<file path="config.mk">
export PLATFORM = sky130hd
export DESIGN_NAME = lsu
export DESIGN_NICKNAME = d
export VERILOG_FILES = /design/src/rtl/lsu.sv
export SDC_FILE = /design/constraint.sdc
export NUM_CORES = 1
export LEC_CHECK = 0
export ABC_CLOCK_PERIOD_IN_PS = 2200
export CORE_ASPECT_RATIO = 0.8
export CORE_MARGIN = 2
export CORE_UTILIZATION = 43
export CTS_BUF_LIST = sky130_fd_sc_hd__clkbuf_8 sky130_fd_sc_hd__clkbuf_16
export DETAILED_ROUTE_END_ITERATION = 10
export PLACE_DENSITY_LB_ADDON = 0.25
export RECOVER_POWER = 100
export SLEW_MARGIN = 20
export SYNTH_ARGS = -nofsm -noshare
export SYNTH_HDL_FRONTEND = slang
export SYNTH_SLANG_ARGS = --single-unit
</file>
<file path="constraint.sdc">
create_clock -name clk -period 2.2 [get_ports clk]
set_input_delay 0.33 -clock clk [delete_from_list [all_inputs] [get_ports clk]]
set_output_delay 0.33 -clock clk [all_outputs]
set_load 0.02 [all_outputs]
</file>
<file path="src/rtl/lsu.sv">
// lsu: load/store unit for the execute/memory stage.
// Runs one outstanding request/ack transaction on the data-memory bus,
// builds byte strobes and lane-replicated store data, and returns
// sign/zero-extended load data. Holds the core with `stall` while busy.
// Optional feature macro: LSU_MISALIGN_TRAP_EN (misaligned accesses skip
// the bus and report `misaligned`); when undefined, low address bits are
// forced aligned for the access size.
module lsu #(
  parameter int unsigned TIMEOUT = 255
) (
  input  logic        clk,
  input  logic        rst,
  input  logic        op_valid,
  input  logic [2:0]  loadops,
  input  logic [1:0]  storeops,
  input  logic        memwrite,
  input  logic [31:0] addr,
  input  logic [31:0] wdata,
  output logic        stall,
  output logic        done,
  output logic [31:0] rdata,
  output logic        misaligned,
  output logic        bus_err,
  output logic        mem_req,
  output logic        mem_we,
  output logic [31:0] mem_addr,
  output logic [3:0]  mem_wstrb,
  output logic [31:0] mem_wdata,
  input  logic        mem_ack,
  input  logic [31:0] mem_rdata
);

  localparam logic [2:0] NO_LOAD = 3'b111;
  localparam int unsigned CW = (TIMEOUT > 0) ? $clog2(TIMEOUT + 1) : 1;
  localparam logic [CW-1:0] TO_LAST = (TIMEOUT == 0) ? '0 : CW'(TIMEOUT - 1);

  typedef enum logic [1:0] {S_IDLE, S_REQ, S_DONE} state_t;

  state_t        state_q, state_d;
  logic          mem_req_q, mem_req_d;
  logic          mem_we_q, mem_we_d;
  logic [31:0]   mem_addr_q, mem_addr_d;
  logic [3:0]    mem_wstrb_q, mem_wstrb_d;
  logic [31:0]   mem_wdata_q, mem_wdata_d;
  logic          done_q, done_d;
  logic [31:0]   rdata_q, rdata_d;
  logic          misaligned_q, misaligned_d;
  logic          bus_err_q, bus_err_d;
  logic [CW-1:0] cnt_q, cnt_d;
  logic          is_load_q, is_load_d;
  logic [2:0]    ld_op_q, ld_op_d;
  logic [1:0]    ld_off_q, ld_off_d;

  logic        accept;
  logic        noop;
  logic        trap;
  logic [1:0]  sz;       // 0 byte, 1 half, 2 word
  logic [1:0]  off;      // aligned byte offset within the word
  logic [3:0]  strb;
  logic [31:0] wrep;
  logic [31:0] lane;
  logic [31:0] ld_ext;

  assign accept = op_valid && (memwrite || loadops != NO_LOAD);
  assign noop   = memwrite && (storeops == 2'd0);

  // Decode access size, lane offset, strobes and replicated store data
  always_comb begin
    sz = 2'd2;
    if (memwrite) begin
      case (storeops)
        2'd1:    sz = 2'd0;
        2'd2:    sz = 2'd1;
        default: sz = 2'd2;
      endcase
    end else begin
      case (loadops[1:0])
        2'd0:    sz = 2'd0;
        2'd1:    sz = 2'd1;
        default: sz = 2'd2;
      endcase
    end
    case (sz)
      2'd0: begin
        off  = addr[1:0];
        strb = 4'b0001 << addr[1:0];
        wrep = {4{wdata[7:0]}};
      end
      2'd1: begin
        off  = {addr[1], 1'b0};
        strb = addr[1] ? 4'b1100 : 4'b0011;
        wrep = {2{wdata[15:0]}};
      end
      default: begin
        off  = 2'b00;
        strb = 4'b1111;
        wrep = wdata;
      end
    endcase
`ifdef LSU_MISALIGN_TRAP_EN
    trap = !noop && ((sz == 2'd1 && addr[0]) || (sz == 2'd2 && addr[1:0] != 2'b00));
`else
    trap = 1'b0;
`endif
  end

  // Select the addressed lane of the read word and extend it
  always_comb begin
    lane = mem_rdata >> {ld_off_q, 3'b000};
    case (ld_op_q[1:0])
      2'd0:    ld_ext = {{24{!ld_op_q[2] && lane[7]}}, lane[7:0]};
      2'd1:    ld_ext = {{16{!ld_op_q[2] && lane[15]}}, lane[15:0]};
      default: ld_ext = mem_rdata;
    endcase
  end

  // Next-state and next-output computation for the transaction FSM
  always_comb begin
    state_d      = state_q;
    mem_req_d    = mem_req_q;
    mem_we_d     = mem_we_q;
    mem_addr_d   = mem_addr_q;
    mem_wstrb_d  = mem_wstrb_q;
    mem_wdata_d  = mem_wdata_q;
    done_d       = 1'b0;
    rdata_d      = rdata_q;
    misaligned_d = misaligned_q;
    bus_err_d    = bus_err_q;
    cnt_d        = cnt_q;
    is_load_d    = is_load_q;
    ld_op_d      = ld_op_q;
    ld_off_d     = ld_off_q;
    case (state_q)
      S_IDLE: begin
        if (accept) begin
          cnt_d        = '0;
          misaligned_d = 1'b0;
          bus_err_d    = 1'b0;
          mem_addr_d   = {addr[31:2], 2'b00};
          is_load_d    = !memwrite;
          ld_op_d      = loadops;
          ld_off_d     = off;
          mem_we_d     = memwrite;
          mem_wstrb_d  = memwrite ? strb : 4'b0000;
          mem_wdata_d  = memwrite ? wrep : 32'h0;
          if (noop || trap) begin
            state_d      = S_DONE;
            done_d       = 1'b1;
            mem_req_d    = 1'b0;
            misaligned_d = trap;
            if (trap) rdata_d = 32'h0;
          end else begin
            state_d   = S_REQ;
            mem_req_d = 1'b1;
          end
        end
      end
      S_REQ: begin
        if (mem_ack) begin
          // an ack on the expiry cycle still completes normally
          state_d   = S_DONE;
          done_d    = 1'b1;
          mem_req_d = 1'b0;
          if (is_load_q) rdata_d = ld_ext;
        end else if (TIMEOUT != 0 && cnt_q == TO_LAST) begin
          state_d   = S_DONE;
          done_d    = 1'b1;
          mem_req_d = 1'b0;
          bus_err_d = 1'b1;
          rdata_d   = 32'h0;
        end else begin
          cnt_d = cnt_q + CW'(1);
        end
      end
      default: begin
        // DONE lasts one cycle and ignores op_valid
        state_d      = S_IDLE;
        misaligned_d = 1'b0;
        bus_err_d    = 1'b0;
      end
    endcase
  end

  // State and registered outputs
  always_ff @(posedge clk) begin
    if (rst) begin
      state_q      <= S_IDLE;
      mem_req_q    <= 1'b0;
      mem_we_q     <= 1'b0;
      mem_addr_q   <= 32'h0;
      mem_wstrb_q  <= 4'h0;
      mem_wdata_q  <= 32'h0;
      done_q       <= 1'b0;
      rdata_q      <= 32'h0;
      misaligned_q <= 1'b0;
      bus_err_q    <= 1'b0;
      cnt_q        <= '0;
      is_load_q    <= 1'b0;
      ld_op_q      <= 3'b000;
      ld_off_q     <= 2'b00;
    end else begin
      state_q      <= state_d;
      mem_req_q    <= mem_req_d;
      mem_we_q     <= mem_we_d;
      mem_addr_q   <= mem_addr_d;
      mem_wstrb_q  <= mem_wstrb_d;
      mem_wdata_q  <= mem_wdata_d;
      done_q       <= done_d;
      rdata_q      <= rdata_d;
      misaligned_q <= misaligned_d;
      bus_err_q    <= bus_err_d;
      cnt_q        <= cnt_d;
      is_load_q    <= is_load_d;
      ld_op_q      <= ld_op_d;
      ld_off_q     <= ld_off_d;
    end
  end

  assign stall      = (state_q == S_IDLE && accept) || (state_q == S_REQ);
  assign done       = done_q;
  assign rdata      = rdata_q;
  assign misaligned = misaligned_q;
  assign bus_err    = bus_err_q;
  assign mem_req    = mem_req_q;
  assign mem_we     = mem_we_q;
  assign mem_addr   = mem_addr_q;
  assign mem_wstrb  = mem_wstrb_q;
  assign mem_wdata  = mem_wdata_q;

endmodule

</file>
==> impl_metrics.json <==
{
  "rsz0062_at_grt": "false",
  "hold_path.class": "input pin to flip-flop",
  "antenna_left": 0,
  "antenna_found_initial": 0,
  "seq_area_frac_synth_pct": 46.1,
  "r2r_setup_slack_ns": 0.15,
  "drt_iter0_markers": 417,
  "ff2ff_path_depth": 4,
  "yosys.area_share.simple_pct": 14.5,
  "yosysWarnings": 0,
  "worstSetupStartpointType": "input pin",
  "fin_util_pct": 69.6,
  "synth_top_family_by_area": "compound AO/OA/AOI/OAI gates",
  "layout_common_cells": "118 x dfxtp_1, 111 x nand2_1, 103 x clkdlybuf4s50_1, 103 x dlygate4sd3_1, 50 x a21oi_1",
  "synth-xor-area-share_pct": 0,
  "fin_skew_ns": 0.00718,
  "die_area_mm2": 0.0128,
  "hold_viol_final": 0,
  "reg2reg_to": "rdata[20]",
  "total_leakage_power_nw": 3.41,
  "synth_compound_area_share_pct": 24.8,
  "fill_cells": 902,
  "core_area_mm2": 0.0116,
  "drv_cap": 0,
  "cts.sinks": 118,
  "worst_path_max_delay_cell": "a2111oi_4",
  "grt_first_pass_wirelength_um": 25500,
  "vias": 5189,
  "final_common_cell": "dfxtp_1",
  "layout_setup_ws_ns": 0.133,
  "finalWirelength_um": 16100,
  "multiInputGateArea_mm2": 0.00249,
  "slew_headroom_pct": 37.5,
  "crit_path_end_kind": "flip-flop",
  "dieWidth_um": 126,
  "register_area_mm2": 0.00236,
  "grt_usage_pct": 24.8,
  "yosysTopAreaCell": "dfxtp_1",
  "cpPeakStageDelay_ns": 0.83,
  "synth_top_area_share_pct": 46.1,
  "syn_inst": 572,
  "reg2reg_from": "state_q[0]",
  "dp_slack_ns": -0.244,
  "clock_latency_ns": 0.41,
  "htreeDepth": 4,
  "synth_seq_cells": 118,
  "ios": 212,
  "post-route-min-period_ns": 2.07,
  "fin_crit_sh_pct": 93.9,
  "rows": 35,
  "viasPerCell": 5.46,
  "ir_drop_mv": 0.653,
  "port-buffer-count": 208,
  "worstPathMaxFanout": 16,
  "antennaDiodeCount": 0,
  "synthesis.area_mm2": 0.00512,
  "yosys_most_used_dff": "dfxtp_1",
  "tightest_slew_ns": 0.938,
  "critPathCapture": "rdata[20]",
  "status": "completed",
  "cts-root-buf": "clkbuf_16",
  "dpl.hpwl_um": 11800,
  "synth_fa_ha_area_share_pct": 0.977,
  "path_class": "input pin to flip-flop",
  "globalplace.congestion": 0.856,
  "power_density_mw_per_mm2": 736,
  "syn2layout_area_growth_pct": 57.1,
  "avgSynthCellArea_um2": 8.95,
  "drc_errors": 0,
  "nets": 900,
  "cp.required_ns": 2.54,
  "postSynth.asyncResetShare_pct": 0,
  "muxShareOfSynthArea_pct": 7.87,
  "fp.dieH_um": 102,
  "synth_area_leaders": "dfxtp_1 46%, nand2_1 8.1%, mux2i_1 6.1%",
  "ys_types": 55,
  "synth_edf_count": 0,
  "grt_overflow": 0,
  "finalSetupViolCount": 0,
  "worstPathArrival_ns": 2.41,
  "path_cells": "clkdlybuf4s50_1 -> and4b_1 -> nand3_2 -> a2111oi_4 -> a221o_1",
  "grt_pass1_vias": 5069,
  "cts_tree": "done",
  "drt_pass1_iterations": 4,
  "clkTransAtPathRegs_ns": 0.05,
  "drive_gt1_share_pct": 9.35,
  "final_max_slew_viol_count": 0,
  "grt_max_degree": 43,
  "start_util_pct": 44.3,
  "wl_per_cell_um": 17.0,
  "fmax_ghz": 0.484,
  "numCtsBuffers": 17,
  "crit_path_start": "mem_ack",
  "cts_buffer_depth": 2
}
==> final cells by class <==
type | count | share of cell area [%]
Clock buffer | 20 | 5.80
Sequential cell | 118 | 29.4
Multi-Input combinational cell | 390 | 31.0
Inverter | 23 | 1.07
Tap cell | 148 | 2.30
Clock inverter | 11 | 1.35
Timing Repair Buffer | 240 | 29.1
==> synthesized netlist by cell type, drive strengths merged (6+ instances only) <==
cell type,instances
dfxtp,118
nand2,111
a21oi,51
o21ai,36
mux2i,32
clkbuf,24
a221o,23
inv,23
buf,19
nor2,12
a22o,11
nand3,11
a2bb2oi,8
a211oi,7
a311oi,7
nand2b,6
o22ai,6
o2bb2ai,6
==> repair_timing <==
action                                  in CTS  in global routing
endpoints found under the setup margin       0                  1
hold buffers                                 0                  0
buffers inserted                             0                  0
resized for setup                            0                  1
==> worst max-delay path, delay by kind of cell <==
family | cells | cell delay [ns]
AO/OA/AOI/OAI | 2 | 1.06
AND/OR/NAND/NOR | 2 | 0.44
buffers and inverters | 1 | 0.57
==> logic make-up after synthesis <==
family	Yosys count
AOI/OAI and AO/OA	180
other	1
muxes	38
and+or+nand+nor	165
DFF	118
buffers and inverters	66
adders and majority gates	4
==> routing by layer <==
metal,vias to the layer above,GRT usage [%],routed length (um)
met4,0,8.20,296
met1,2473,31.7,7120
met3,33,7.77,1060
li1,2502,-,-
met5,-,0,0
met2,181,40.4,7630
==> how the worst min path moves through the flow <==
stage	startpoint	endpoint	slack, ns	cells past startpoint
2_1_floorplan	is_load_q	is_load_q	0.45	2
3_3_place_gp	mem_we	mem_we	0.43	2
3_5_place_dp	mem_we	mem_we	0.44	2
4_1_cts	rst	ld_op_q[2]	0.32	3
5_1_grt	rst	ld_op_q[2]	0.33	3
6_report	rst	ld_op_q[2]	0.34	3
==> per-stage QoR <==
step | cells | TNS (ns) | area (um2) | power [mW] | hold slack, ns
global placement | 919 | -2.63 | 7520 | 3.30 | 0.430
floorplan | 574 | 0 | 5130 | 2.79 | 0.446
detailed placement | 919 | -3.72 | 7520 | 3.32 | 0.441
global route | 950 | 0 | 8040 | 6.14 | 0.333
finish | 950 | 0 | 8040 | 5.92 | 0.335
CTS | 950 | 0 | 8090 | 6.00 | 0.323
==> power breakdown <==
group	switching (mW)	total (mW)	internal (mW)
clock network	0.955	2.68	1.73
logic	0.491	0.952	0.462
registers	0.0544	2.29	2.23
==> registers in the layout, summed over array words and instances, names as in the netlist, 2 cells and up <==
signal,count
rdata,32
mem_wdata,32
mem_wstrb,4
state_q,2
cnt_q,8
mem_addr,30
ld_off_q,2
ld_op_q,3
Power figures use the tool's default switching activity.
